==> src/rtl/knn_pkg.sv <==
// knn_pkg: entry layout, invalid-distance fill and FSM states shared by the kNN blocks.
package knn_pkg;
  localparam int DIST_W = 32;
  localparam int LABEL_W = 8;
  localparam int ENTRY_W = DIST_W + LABEL_W;
  localparam logic [DIST_W-1:0] INVALID_DIST = '1;
  typedef enum logic [1:0] {IDLE, SCAN, PICK, DONE} state_e;
  function automatic int vote_w(input int k);
    return $clog2(k + 1);
  endfunction
endpackage

==> src/rtl/knn_label_hist.sv <==
// knn_label_hist: M per-class vote counters with clear, indexed increment and indexed read.
module knn_label_hist #(
  parameter int M = 10,
  parameter int C = 8,
  parameter int VW = 3
) (
  input  logic          clk,
  input  logic          rst,
  input  logic          clr_i,
  input  logic          inc_i,
  input  logic [C-1:0]  inc_idx_i,
  input  logic [C-1:0]  rd_idx_i,
  output logic [VW-1:0] rd_cnt_o
);
  logic [VW-1:0] cnt_q [M];
  always_ff @(posedge clk) begin
    for (int k = 0; k < M; k++) begin
      if (!rst || clr_i) cnt_q[k] <= '0;
      else if (inc_i && inc_idx_i == C'(k)) cnt_q[k] <= cnt_q[k] + 1'b1;
    end
  end
  // Out-of-range indices read as zero so an illegal nearest label never wins on count.
  always_comb begin
    rd_cnt_o = '0;
    for (int k = 0; k < M; k++) rd_cnt_o = (rd_idx_i == C'(k)) ? cnt_q[k] : rd_cnt_o;
  end
endmodule

==> src/rtl/knn_vote.sv <==
// knn_vote: snapshots the sorted neighbour list, tallies valid labels and returns the
// majority class (ties to the nearest neighbour's class) through a valid/ready handshake.
module knn_vote
  import knn_pkg::*;
#(
  parameter int DATA_W = DIST_W,
  parameter int C = LABEL_W,
  parameter int K = 4,
  parameter int M = 10,
  parameter int data_info = DATA_W + C,
  localparam int VOTE_W = vote_w(K)
) (
  input  logic                   clk,
  input  logic                   rst,
  input  logic                   start,
  input  logic [K*data_info-1:0] nb_list,
  output logic                   busy,
  output logic                   valid,
  input  logic                   ready,
  output logic [C-1:0]           label_out,
  output logic [VOTE_W-1:0]      votes_out,
  output logic                   empty,
  output logic                   bad_label
);
  localparam int IW = (K > 1) ? $clog2(K) : 1;
  localparam int PW = $clog2(M + 1);
  state_e state_q, state_d;
  logic [K*data_info-1:0] snap_q, snap_d;
  logic [IW-1:0] i_q, i_d;
  logic [PW-1:0] p_q, p_d;
  logic [C-1:0] near_q, near_d, best_q, best_d, label_q, label_d;
  logic [VOTE_W-1:0] best_cnt_q, best_cnt_d, votes_q, votes_d;
  logic found_q, found_d, bad_q, bad_d, empty_q, empty_d, bad_out_q, bad_out_d;
  logic [DATA_W-1:0] ent_dist;
  logic [C-1:0] ent_label, cls, rd_idx, pick_label;
  logic [VOTE_W-1:0] rd_cnt, pick_cnt;
  logic ent_ok, legal, take;
  // The snapshot shifts left each SCAN cycle, so the current entry is always at the top.
  assign ent_dist = snap_q[K*data_info-1 -: DATA_W];
  assign ent_label = snap_q[K*data_info-DATA_W-1 -: C];
  assign ent_ok = ~&ent_dist;
  assign legal = ent_label < C'(M);
  // PICK step 0 seeds the best with the nearest label; step p compares class p-1.
  assign cls = C'(p_q - 1'b1);
  assign rd_idx = (p_q == '0) ? near_q : cls;
  assign take = (p_q != '0) && (rd_cnt > best_cnt_q);
  assign pick_label = (p_q == '0) ? near_q : take ? cls : best_q;
  assign pick_cnt = ((p_q == '0) || take) ? rd_cnt : best_cnt_q;
  assign busy = state_q != IDLE;
  assign valid = state_q == DONE;
  assign label_out = label_q;
  assign votes_out = votes_q;
  assign empty = empty_q;
  assign bad_label = bad_out_q;
  knn_label_hist #(.M(M), .C(C), .VW(VOTE_W)) u_hist (
    .clk(clk),
    .rst(rst),
    .clr_i(state_q == IDLE && start),
    .inc_i(state_q == SCAN && ent_ok && legal),
    .inc_idx_i(ent_label),
    .rd_idx_i(rd_idx),
    .rd_cnt_o(rd_cnt)
  );
  always_comb begin
    state_d = state_q;
    snap_d = snap_q;
    i_d = i_q;
    p_d = p_q;
    near_d = near_q;
    found_d = found_q;
    bad_d = bad_q;
    best_d = best_q;
    best_cnt_d = best_cnt_q;
    label_d = label_q;
    votes_d = votes_q;
    empty_d = empty_q;
    bad_out_d = bad_out_q;
    case (state_q)
      IDLE: if (start) begin
        state_d = SCAN;
        snap_d = nb_list;
        i_d = '0;
        near_d = '0;
        found_d = 1'b0;
        bad_d = 1'b0;
      end
      SCAN: begin
        snap_d = snap_q << data_info;
        i_d = i_q + 1'b1;
        bad_d = bad_q | (ent_ok & ~legal);
        near_d = (ent_ok && !found_q) ? ent_label : near_q;
        found_d = found_q | ent_ok;
        if (i_q == IW'(K - 1)) begin
          state_d = PICK;
          p_d = '0;
        end
      end
      PICK: begin
        best_d = pick_label;
        best_cnt_d = pick_cnt;
        p_d = p_q + 1'b1;
        if (p_q == PW'(M)) begin
          state_d = DONE;
          label_d = pick_label;
          votes_d = pick_cnt;
          empty_d = ~found_q;
          bad_out_d = bad_q;
        end
      end
      DONE: if (ready) state_d = IDLE;
      default: state_d = IDLE;
    endcase
  end
  always_ff @(posedge clk) begin
    if (!rst) begin
      state_q <= IDLE;
      snap_q <= '0;
      i_q <= '0;
      p_q <= '0;
      near_q <= '0;
      found_q <= 1'b0;
      bad_q <= 1'b0;
      best_q <= '0;
      best_cnt_q <= '0;
      label_q <= '0;
      votes_q <= '0;
      empty_q <= 1'b0;
      bad_out_q <= 1'b0;
    end else begin
      state_q <= state_d;
      snap_q <= snap_d;
      i_q <= i_d;
      p_q <= p_d;
      near_q <= near_d;
      found_q <= found_d;
      bad_q <= bad_d;
      best_q <= best_d;
      best_cnt_q <= best_cnt_d;
      label_q <= label_d;
      votes_q <= votes_d;
      empty_q <= empty_d;
      bad_out_q <= bad_out_d;
    end
  end
endmodule
==> config.mk <==
export PLATFORM = sky130hd
export DESIGN_NAME = knn_vote
export DESIGN_NICKNAME = d
export VERILOG_FILES = /design/src/rtl/knn_pkg.sv /design/src/rtl/knn_label_hist.sv /design/src/rtl/knn_vote.sv
export SDC_FILE = /design/constraint.sdc
export NUM_CORES = 1
export LEC_CHECK = 0
export CAP_MARGIN = 20
export CORE_MARGIN = 1
export CORE_UTILIZATION = 40
export CTS_BUF_LIST = sky130_fd_sc_hd__clkbuf_16
export DETAILED_ROUTE_END_ITERATION = 12
export GPL_TIMING_DRIVEN = 1
export SYNTH_ARGS = -nofsm -noshare
export SYNTH_HDL_FRONTEND = slang
export SYNTH_SLANG_ARGS = --single-unit
==> constraint.sdc <==
create_clock -name clk -period 5.76 [get_ports clk]
set_clock_uncertainty 0.1 [all_clocks]
set_input_delay 1.152 -clock clk [delete_from_list [all_inputs] [get_ports clk]]
set_output_delay 1.152 -clock clk [all_outputs]
set_load 0.05 [all_outputs]
# Word level (Yosys, flattened, before mapping)
# Memories as Yosys holds them, arrays and structs flattened.
# Cells that the tools add are included.
# word_totals
latchBits,0
ram_bits,30
output_inout_bits,15
mem_count,1
register_bits,202
mem_bits_ro,0
# classes
bitwise_logic,15
n_eq_ne,28
n_lt_le_gt_ge,2
mux,73
n_reduce_logical,34
n_mul,0
add_sub_neg,13
div_mod_pow,0
shift,0
# memory_table
name,words,word_bits,rd,rd_ports_with_merged_regs,wr,line,text
u_hist.cnt_q,10,3,10,0,10,knn_label_hist.sv:15,logic [VW-1:0] cnt_q [M];
# ops
op,n
$pmux 160 s2,1
$mux 160,1
$eq 8x3->1 const B,8
$mux 3,21
$mux 8,5
$mux 1,33
$eq 8x2->1 const B,4
$eq 8x4->1 const B,4
$reduce_and 32->1,1
$add 3x1->3 const B,10
$eq 8x1->1 const B,2
$logic_not 8->1,2
$pmux 8 s2,1
$logic_and 1x1->1,15
$or 1x1->1,12
$mux 2,5
$lt 8x4->1 const B,1
$pmux 2 s4,1
$pmux 4 s2,1
$eq 2x2->1 const B,3
$ne 2x1->1 const B,3
$reduce_and 2->1,3
$reduce_bool 2->1,3
$sub 4x1->5 const B,1
other kinds (18),24

# Logic depth before layout (Yosys ltp)
# Gate-level depths: netlist (run 1).
# logic_depth
ltp_word,17
depth_mapped,19

# Cells and area by module
# Synthesis (run 1) repeated with hierarchy kept, for this count alone.
# hier_totals
hier_cells,1106
hier_area_um2,11024.3
# by_module_without_submodules
module,area_per_inst_um2,cells_per_inst,seq_area_each_um2,n_inst
knn_vote,9201.3,934,4043.9,1
knn_label_hist,1823.0,172,900.9,1

# Least setup slack after synthesis (run 1)
# No wires, ideal clock.
# synth_timing
kind,register to register
from,reg p_q[0]
to,reg best_cnt_q[2]
path_stages_with_launch,18
slack_ns,1.697
t_arrival_ns,3.848
n_path_buf,2
path_cell_list,dfxtp_1 > buf_2 > inv_1 > ha_1 > nor3b_4 > a221o_1 > a2111oi_4 > a21oi_1 > nand4_1 > o21a_1 > ha_1 > nor2b_1 > o21a_1 > o21ai_0 > and2_1 > clkbuf_1 > nor2_1 > a31o_1
# synth_via
elab_chain_len,17
word_cells_on_any_way,28
classes_between,add/sub: 1; order compare: 1; eq/ne: 9; mux: 12; reduce/logical: 5
# synth_lines
item,line,text
start: declaration,knn_vote.sv:30,"logic [PW-1:0] p_q, p_d;"
start signal: assignment,knn_vote.sv:133,p_q <= p_d;
$sub 4x1->5 / $logic_not 4->1 (equally long branches),"knn_vote.sv:44, knn_vote.sv:45, knn_vote.sv:48",
$mux 8,knn_vote.sv:45,assign rd_idx = (p_q == '0) ? near_q : cls;
$logic_not 8->1,knn_label_hist.sv:25,for (int k = 0; k < M; k++) rd_cnt_o = (rd_idx_i == C'(k)) ? cnt_q[k] : rd_cnt_o;
$mux 3 (10 in a row),knn_label_hist.sv:25,
$gt 3x3->1,knn_vote.sv:46,assign take = (p_q != '0) && (rd_cnt > best_cnt_q);
$logic_and 1x1->1,knn_vote.sv:46,
$logic_or 1x1->1,knn_vote.sv:48,assign pick_cnt = ((p_q == '0) || take) ? rd_cnt : best_cnt_q;
$mux 3 *,knn_vote.sv:48,
end signal: assignment,knn_vote.sv:138,best_cnt_q <= best_cnt_d;
end: declaration,knn_vote.sv:32,"logic [VOTE_W-1:0] best_cnt_q, best_cnt_d, votes_q, votes_d;"
# Mark *: on every way between the ends. The rest lies on a longest branch, timed or not.
# A chain may end at the register's enable or synchronous reset.

# Final worst setup path (run 1)
# layout_timing
from,reg p_q[0]
to,reg best_cnt_q[0]
# Same word-level chain as after synthesis.

==> summary.txt, run 1 <==
Outcome
  • Outcome: finished clean

Drt
  • Via density: 5.27
  • Drt wl/cell: 16.8 um
  • Overall routed net length: 26900 um
  • Antenna Nets Post-Route: 0
  • DRC viols: 0
  • Via count: 8447
  • DR pass1 iterations: 7
  • DRT iter0 DRCs: 454

STA
  • Tightest Pin Transition: 0.998 ns
  • Final worst-path cycle share: 85.8%
  • Final setup viols: 0
  • Setup ws final: 0.816 ns
  • Sum Neg Setup Slack: 0 ns
  • Slew Viols, Final: 0
  • Max-slew headroom at the worst pin: 33.3%
  • Unrepaired setup endpoints after global routing: no
  • Final Hold Viols: 0
  • Fmax achieved: 202 MHz
  • Post-layout min period: 4.94 ns

Synthesis
  • Synth Flop Type: dfxtp_1
  • Synthesis Warnings: 0
  • Post-synth EDFFs: 30
  • Async S/R FF share, synth: 0%
  • Sequential area share after synthesis: 46.7%
  • Post-Syn Nets: 1306
  • Netlist cell types: 61
  • Synth Cell Area: 10600 um^2
  • Syn avg cell area: 9.44 um^2
  • #FFs+latches synth: 232
  • Cells after Synth: 1120

Clock network
  • # hold bufs at CTS: 0
  • Clock Sinks: 232
  • Root buffer cell: clkbuf_16
  • H-tree depth: 1
  • TritonCTS clock tree: built
  • Post CTS Setup Buffer Count: 0
  • CTS max path bufs: 3
  • Post-cts sizing count: 0
  • CTS buffer count: 26
  • Clock transition at path regs: 0.06 ns
  • Worst-skew pair later-pin latency: 0.53 ns

GRT
  • Initial antenna violation count: 2
  • Largest net degree at the start of global routing: 82
  • Vias in the first global route: 8053
  • Global Route Usage Sum: 19.8%
  • Total grt overflow: 0
  • First-pass GRT wire length: 42900 um

Floorplanning
  • Initial Utilization: 40.7%
  • Core Area: 26000 um^2
  • Die ar.: 27100 um^2
  • Die height: 165 um
  • Chip width: 165 um
  • Placement row count: 59
  • Boundary Pins: 179

Power and ir drop
  • Max VDD drop: 0.000260 V
  • Leak: 4.98 nW
  • PwrDens: 513 nW/um^2
  • Total Power: 6.88 mW

Final layout
  • Reg area: 4940 um^2
  • Share of cells above drive strength 1: 5.21%
  • Area delta synth->final: 26.7%
  • Layout Nets: 1436
  • # fillers: 2442
  • Multi-input logic area: 5270 um^2
  • Fin util: 51.6%
  • Final instance area: 13400 um^2

Worst hold path
  • Worst Hold Class: reg2reg

Critical path
  • Most used cell, CP: a21oi_1
  • CP cell instances: inv_1, ha_1, nor2b_1, a21oi_1, a21oi_1, a21oi_1, nand4_1, o21a_1, ha_1, nor2b_1, o21a_1, o21ai_0, and2_1, nor2_1, o21ai_0, a21oi_1
  • Flop-to-flop setup slack: 0.82 ns
  • Crit start category: flip-flop
  • Delay of the slowest critical-path stage: 0.54 ns
  • CP Data Required Time: 6.05 ns
  • CP max stage cell: dfxtp_1
  • CP arrival: 5.23 ns
  • Delay-heaviest family, CP: compound AO/OA/AOI/OAI gates
  • CP Buf/Inv Count: 1
  • CP Class: reg2reg
  • CP Capture Type: flip-flop
  • Max FO, Critical Path: 12

Place
  • IO Port Bufs: 178
  • GPL Wtd Cong: 0.855
  • Post-DP HPWL: 19000 um
  • Dpl ws: 0.866 ns
  • Placed Area: 12600 um^2

Flow run
  • Max_cap viols: 0
[per-layer routing]
metal / wire [um] / track usage (%) / up-vias / part of all wire (%)
li1: - / - / 4363 / -
met1: 12700 / 26.9 / 3899 / 47
met2: 12300 / 32.0 / 158 / 46
met3: 1590 / 5.00 / 27 / 5.9
met4: 348 / 3.67 / 0 / 1.3
met5: 0 / 0 / - / 0
[area by class of cell]
type / count / area share [%]
multi-input combinational: 785 / 39.3
sequential: 232 / 36.9
timing repair buffer: 189 / 14.2
clock buffer: 27 / 5.04
tap: 335 / 3.13
clock inverter: 18 / 0.859
inverter: 16 / 0.485
antenna: 2 / 0.0373
[synthesized netlist by cell type (2+ instances only)]
cell type / instances / share of area, %
ha_1: 22 / 2.6
nor4_1: 4 / 0.24
nand2_1: 45 / 1.6
edfxtp_1: 30 / 8.5
xnor2_1: 10 / 0.83
clkbuf_1: 72 / 2.6
a21oi_1: 31 / 1.5
nor4b_1: 2 / 0.17
inv_1: 15 / 0.53
buf_2: 3 / 0.14
a21o_1: 8 / 0.57
a21boi_0: 2 / 0.14
o21a_1: 4 / 0.28
dfxtp_1: 202 / 38
mux2i_1: 122 / 12
o21ai_0: 15 / 0.71
nor2_1: 226 / 8.0
o211ai_1: 6 / 0.43
a22oi_1: 52 / 3.7
a2111oi_4: 3 / 0.78
nor3b_1: 2 / 0.14
a311oi_1: 2 / 0.17
a211oi_1: 131 / 9.3
nand4_1: 12 / 0.71
nor3_1: 6 / 0.28
o21ai_1: 3 / 0.14
buf_1: 11 / 0.39
nand3_1: 12 / 0.57
and3_1: 16 / 0.95
and2_1: 3 / 0.18
or3_1: 2 / 0.12
a32oi_1: 4 / 0.33
a221oi_1: 3 / 0.25
nand2b_1: 8 / 0.47
nor2b_1: 5 / 0.30
[report_power, final]
part / internal [mW] / total [mW] / switching, mW
Sequential: 2.24 / 2.62 / 0.370
Combinational: 1.12 / 2.72 / 1.60
Clock: 0.887 / 1.54 / 0.654
[flip-flops by register name (all words and copies together) (netlist names), 2 cells and up]
register	cells
votes_out	3
state_q	2
u_hist.cnt_q	30
i_q	2
near_q	8
label_out	8
best_cnt_q	3
p_q	4
best_q	8
snap_q	160
[through the flow]
stage / std cells / hold slack, ns
3_3_place_gp: 1556 / 0.348
5_1_grt: 1602 / 0.386
6_report: 1604 / 0.355
4_1_cts: 1602 / 0.358
3_5_place_dp: 1557 / 0.350
2_1_floorplan: 1120 / 0.332
[final timing paths]
kind	startpoint	to	cells after the start
worst min register to register	label_out[2]$_SDFFE_PN0P_	label_out[2]$_SDFFE_PN0P_	2
worst min-delay path	label_out[2]$_SDFFE_PN0P_	label_out[2]$_SDFFE_PN0P_	2
worst max-delay path	p_q[0]$_SDFFE_PN0P_	best_cnt_q[0]$_SDFFE_PN0P_	16
worst max register to register	p_q[0]$_SDFFE_PN0P_	best_cnt_q[0]$_SDFFE_PN0P_	16
[logic make-up after synthesis]
group	after synthesis	synth area share, %
adder cells (fa/ha/maj)	22	2.60
AND/OR/NAND/NOR	353	15.0
multiplexers	122	11.5
buffers and inverters	103	3.76
AO/OA/AOI/OAI	278	19.5
XOR/XNOR	10	0.828
flip-flops	232	46.7
[layout by cell type, fill, tap and decap left out, drive strengths merged, types with 16 or more instances in the layout]
master / netlist / routed
clkdlybuf4s50: 0 / 178
nor2: 226 / 226
clkbuf: 72 / 27
a211oi: 131 / 131
ha: 22 / 22
mux2i: 122 / 122
a21oi: 31 / 31
and3: 16 / 16
dfxtp: 202 / 202
a22oi: 52 / 52
nand2: 45 / 45
o21ai: 19 / 19
inv: 16 / 21
edfxtp: 30 / 30
[tightest hold or removal path: stages, from the launching register on]
cell and delay [ns]:
dfxtp_1 0.31, nand2_1 0.05, a21oi_1 0.05
No activity file was read; power rests on OpenSTA's default activity.
==> inputs of run 2 (changes only) <==
--- a/config.mk
+++ b/config.mk
@@ -8,9 +8,9 @@
 export CAP_MARGIN = 20
 export CORE_MARGIN = 1
 export CORE_UTILIZATION = 40
-export CTS_BUF_LIST = sky130_fd_sc_hd__clkbuf_16
 export DETAILED_ROUTE_END_ITERATION = 12
 export GPL_TIMING_DRIVEN = 1
+export PLACE_DENSITY = 0.71
 export SYNTH_ARGS = -nofsm -noshare
 export SYNTH_HDL_FRONTEND = slang
 export SYNTH_SLANG_ARGS = --single-unit
==> summary.txt, run 2 (synthesized netlist as in run 1, its figures left out) <==
Critical path
  • CP arrival: 5.10 ns (was 5.23 ns)
  • CP Class: reg2reg (unchanged)
  • Max FO, Critical Path: 12 (unchanged)
  • CP Data Required Time: 6.07 ns (was 6.05 ns)
  • CP Capture Type: flip-flop (unchanged)
  • Crit start category: flip-flop (unchanged)

Floorplanning
  • Die height: 165 um (unchanged)
  • Placement row count: 59 (unchanged)
  • Boundary Pins: 179 (unchanged)
  • Die ar.: 27100 um^2 (unchanged)
  • Chip width: 165 um (unchanged)
  • Initial Utilization: 40.7% (unchanged)
  • Core Area: 26000 um^2 (unchanged)

Drt
  • Antenna Nets Post-Route: 0 (unchanged)
  • DRT iter0 DRCs: 581 (was 454)
  • Overall routed net length: 26000 um (was 26900 um)
  • Drt wl/cell: 16.2 um (was 16.8 um)
  • Via count: 8602 (was 8447)
  • Via density: 5.36 (was 5.27)
  • DR pass1 iterations: 5 (was 7)
  • DRC viols: 0 (unchanged)

Place
  • Placed cells: 1555 (was 1557)
  • Post-DP HPWL: 18100 um (was 19000 um)
  • IO Port Bufs: 178 (unchanged)
  • GPL Wtd Cong: 0.864 (was 0.855)
  • Dpl ws: 1.02 ns (was 0.866 ns)
  • Placed Area: 12600 um^2 (about the same)

STA
  • Fin Hold WS: 0.357 ns (was 0.355 ns)
  • Final Hold Viols: 0 (unchanged)
  • Sum Neg Setup Slack: 0 ns (unchanged)
  • Final worst-path cycle share: 83.1% (was 85.8%)
  • Post-layout min period: 4.79 ns (was 4.94 ns)
  • Unrepaired setup endpoints after global routing: no (unchanged)
  • Max-slew headroom at the worst pin: 28.2% (was 33.3%)
  • Final setup viols: 0 (unchanged)
  • Setup ws final: 0.973 ns (was 0.816 ns)
  • Tightest Pin Transition: 1.08 ns (was 0.998 ns)
  • Fmax achieved: 209 MHz (was 202 MHz)
  • Slew Viols, Final: 0 (unchanged)

Final layout
  • Number of flip-flops under the largest register name: 160 (unchanged)
  • Share of cells above drive strength 1: 5.83% (was 5.21%)
  • Layout Nets: 1435 (was 1436)
  • Final instance area: 13500 um^2 (was 13400 um^2)
  • Multi-input logic area: 5270 um^2 (unchanged)
  • # fillers: 2437 (was 2442)
  • Largest registers: snap_q x160, u_hist.cnt_q x30 (unchanged)
  • Reg area: 4940 um^2 (unchanged)
  • Fin util: 51.8% (was 51.6%)
  • Diodes inserted: 0 (was 2)
  • Top reg by flops: snap_q (unchanged)
  • Most frequent cells in the layout: 225 x nor2_1, 202 x dfxtp_1, 178 x clkdlybuf4s50_1 (unchanged)
  • Finished Layout Cells: 1605 (was 1604)
  • Area delta synth->final: 27.3% (was 26.7%)
  • Leading cell type in the layout, fill and taps excluded: nor2_1 (unchanged)

Power and ir drop
  • Total Power: 6.98 mW (was 6.88 mW)
  • Switching pwr: 2.63 mW (about the same)
  • Max VDD drop: 0.000383 V (was 0.000260 V)
  • Clock Power Share: 24.3% (was 22.4%)
  • Combinational share of power: 38.2% (was 39.6%)
  • Cell-internal power: 4.35 mW (was 4.25 mW)
  • PwrDens: 518 nW/um^2 (was 513 nW/um^2)
  • Sw Share: 37.6% (was 38.2%)
  • Seq pwr share: 37.5% (was 38.0%)
  • Leak: 5.01 nW (was 4.98 nW)

Clock network
  • Root buffer cell: clkbuf_16 (unchanged)
  • Post-cts sizing count: 0 (unchanged)
  • H-tree depth: 1 (unchanged)
  • TritonCTS clock tree: built (unchanged)
  • Clock transition at path regs: 0.06 ns (about the same)
  • Post CTS Setup Buffer Count: 0 (unchanged)
  • Clock Sinks: 232 (unchanged)
  • # hold bufs at CTS: 0 (unchanged)
  • CTS buffer count: 27 (was 26)
  • CTS max path bufs: 3 (unchanged)
  • Worst-skew pair later-pin latency: 0.55 ns (was 0.53 ns)

Worst hold path
  • Worst Hold Class: reg2reg (unchanged)

GRT
  • Largest net degree at the start of global routing: 134 (was 82)
  • Vias in the first global route: 8004 (was 8053)
  • Total grt overflow: 0 (unchanged)
  • Initial antenna violation count: 0 (was 2)
  • Global Route Usage Sum: 19.1% (was 19.8%)
  • First-pass GRT wire length: 41600 um (was 42900 um)

Outcome
  • Outcome: finished clean (unchanged)

Flow run
  • Max_cap viols: 0 (unchanged)
run 2: changes by cell type in the layout (fill, tap and decap cells not counted), moves of 3 or more:
| cell | before | now |
|---|---|---|
| clkinv_1 | 6 | 0 |
| clkinv_2 | 5 | 8 |
| clkbuf_8 | 0 | 6 |
| inv_1 | 19 | 15 |
| clkbuf_1 | 0 | 5 |
run 2: path summary, 6_finish.rpt:
check | cells past startpoint | slack [ns] | end | startpoint
worst max-delay path | 16 | 0.97 | best_cnt_q[0]$_SDFFE_PN0P_ | p_q[0]$_SDFFE_PN0P_
worst min register to register | 2 | 0.36 | best_q[1]$_SDFFE_PN0P_ | best_q[1]$_SDFFE_PN0P_
worst max register to register | 16 | 0.97 | best_cnt_q[0]$_SDFFE_PN0P_ | p_q[0]$_SDFFE_PN0P_
worst min-delay path | 2 | 0.36 | best_q[1]$_SDFFE_PN0P_ | best_q[1]$_SDFFE_PN0P_
run 2: final cells by class:
type | count | share of cell area (%)
clock buffer | 39 | 5.96
sequential | 232 | 36.7
tap | 335 | 3.11
timing repair buffer | 187 | 13.8
inverter | 16 | 0.483
multi-input combinational | 785 | 39.2
clock inverter | 11 | 0.734
run 2: power by group through the flow:
stage | clock network [mW] | logic [mW] | registers (mW)
after floorplan | 0 | 2.16 | 2.50
after global placement | 0 | 2.64 | 2.62
after detailed placement | 0 | 2.68 | 2.65
after CTS | 1.74 | 2.70 | 2.62
after global routing | 1.81 | 2.99 | 2.70
final | 1.70 | 2.67 | 2.62
run 2: layer usage:
metal	vias to the layer above	share of wire (%)	GRT usage, %
met5	-	0	0
met4	0	2.4	5.80
met3	41	7.2	4.92
met2	228	43	29.5
met1	3962	47	25.9
li1	4371	-	-
run 2: critical path, stage by stage (launching register included):
cell      delay [ns]
dfxtp_1         0.42
inv_1           0.18
ha_1            0.35
nor4b_1         0.50
nand3_1         0.26
a221oi_1        0.57
a32oi_1         0.12
nand4_1         0.16
o21a_1          0.16
ha_1            0.24
nor2b_1         0.14
o21a_1          0.15
o21ai_0         0.40
and2_1          0.43
nor2_1          0.23
o21ai_0         0.21
a21oi_1         0.06
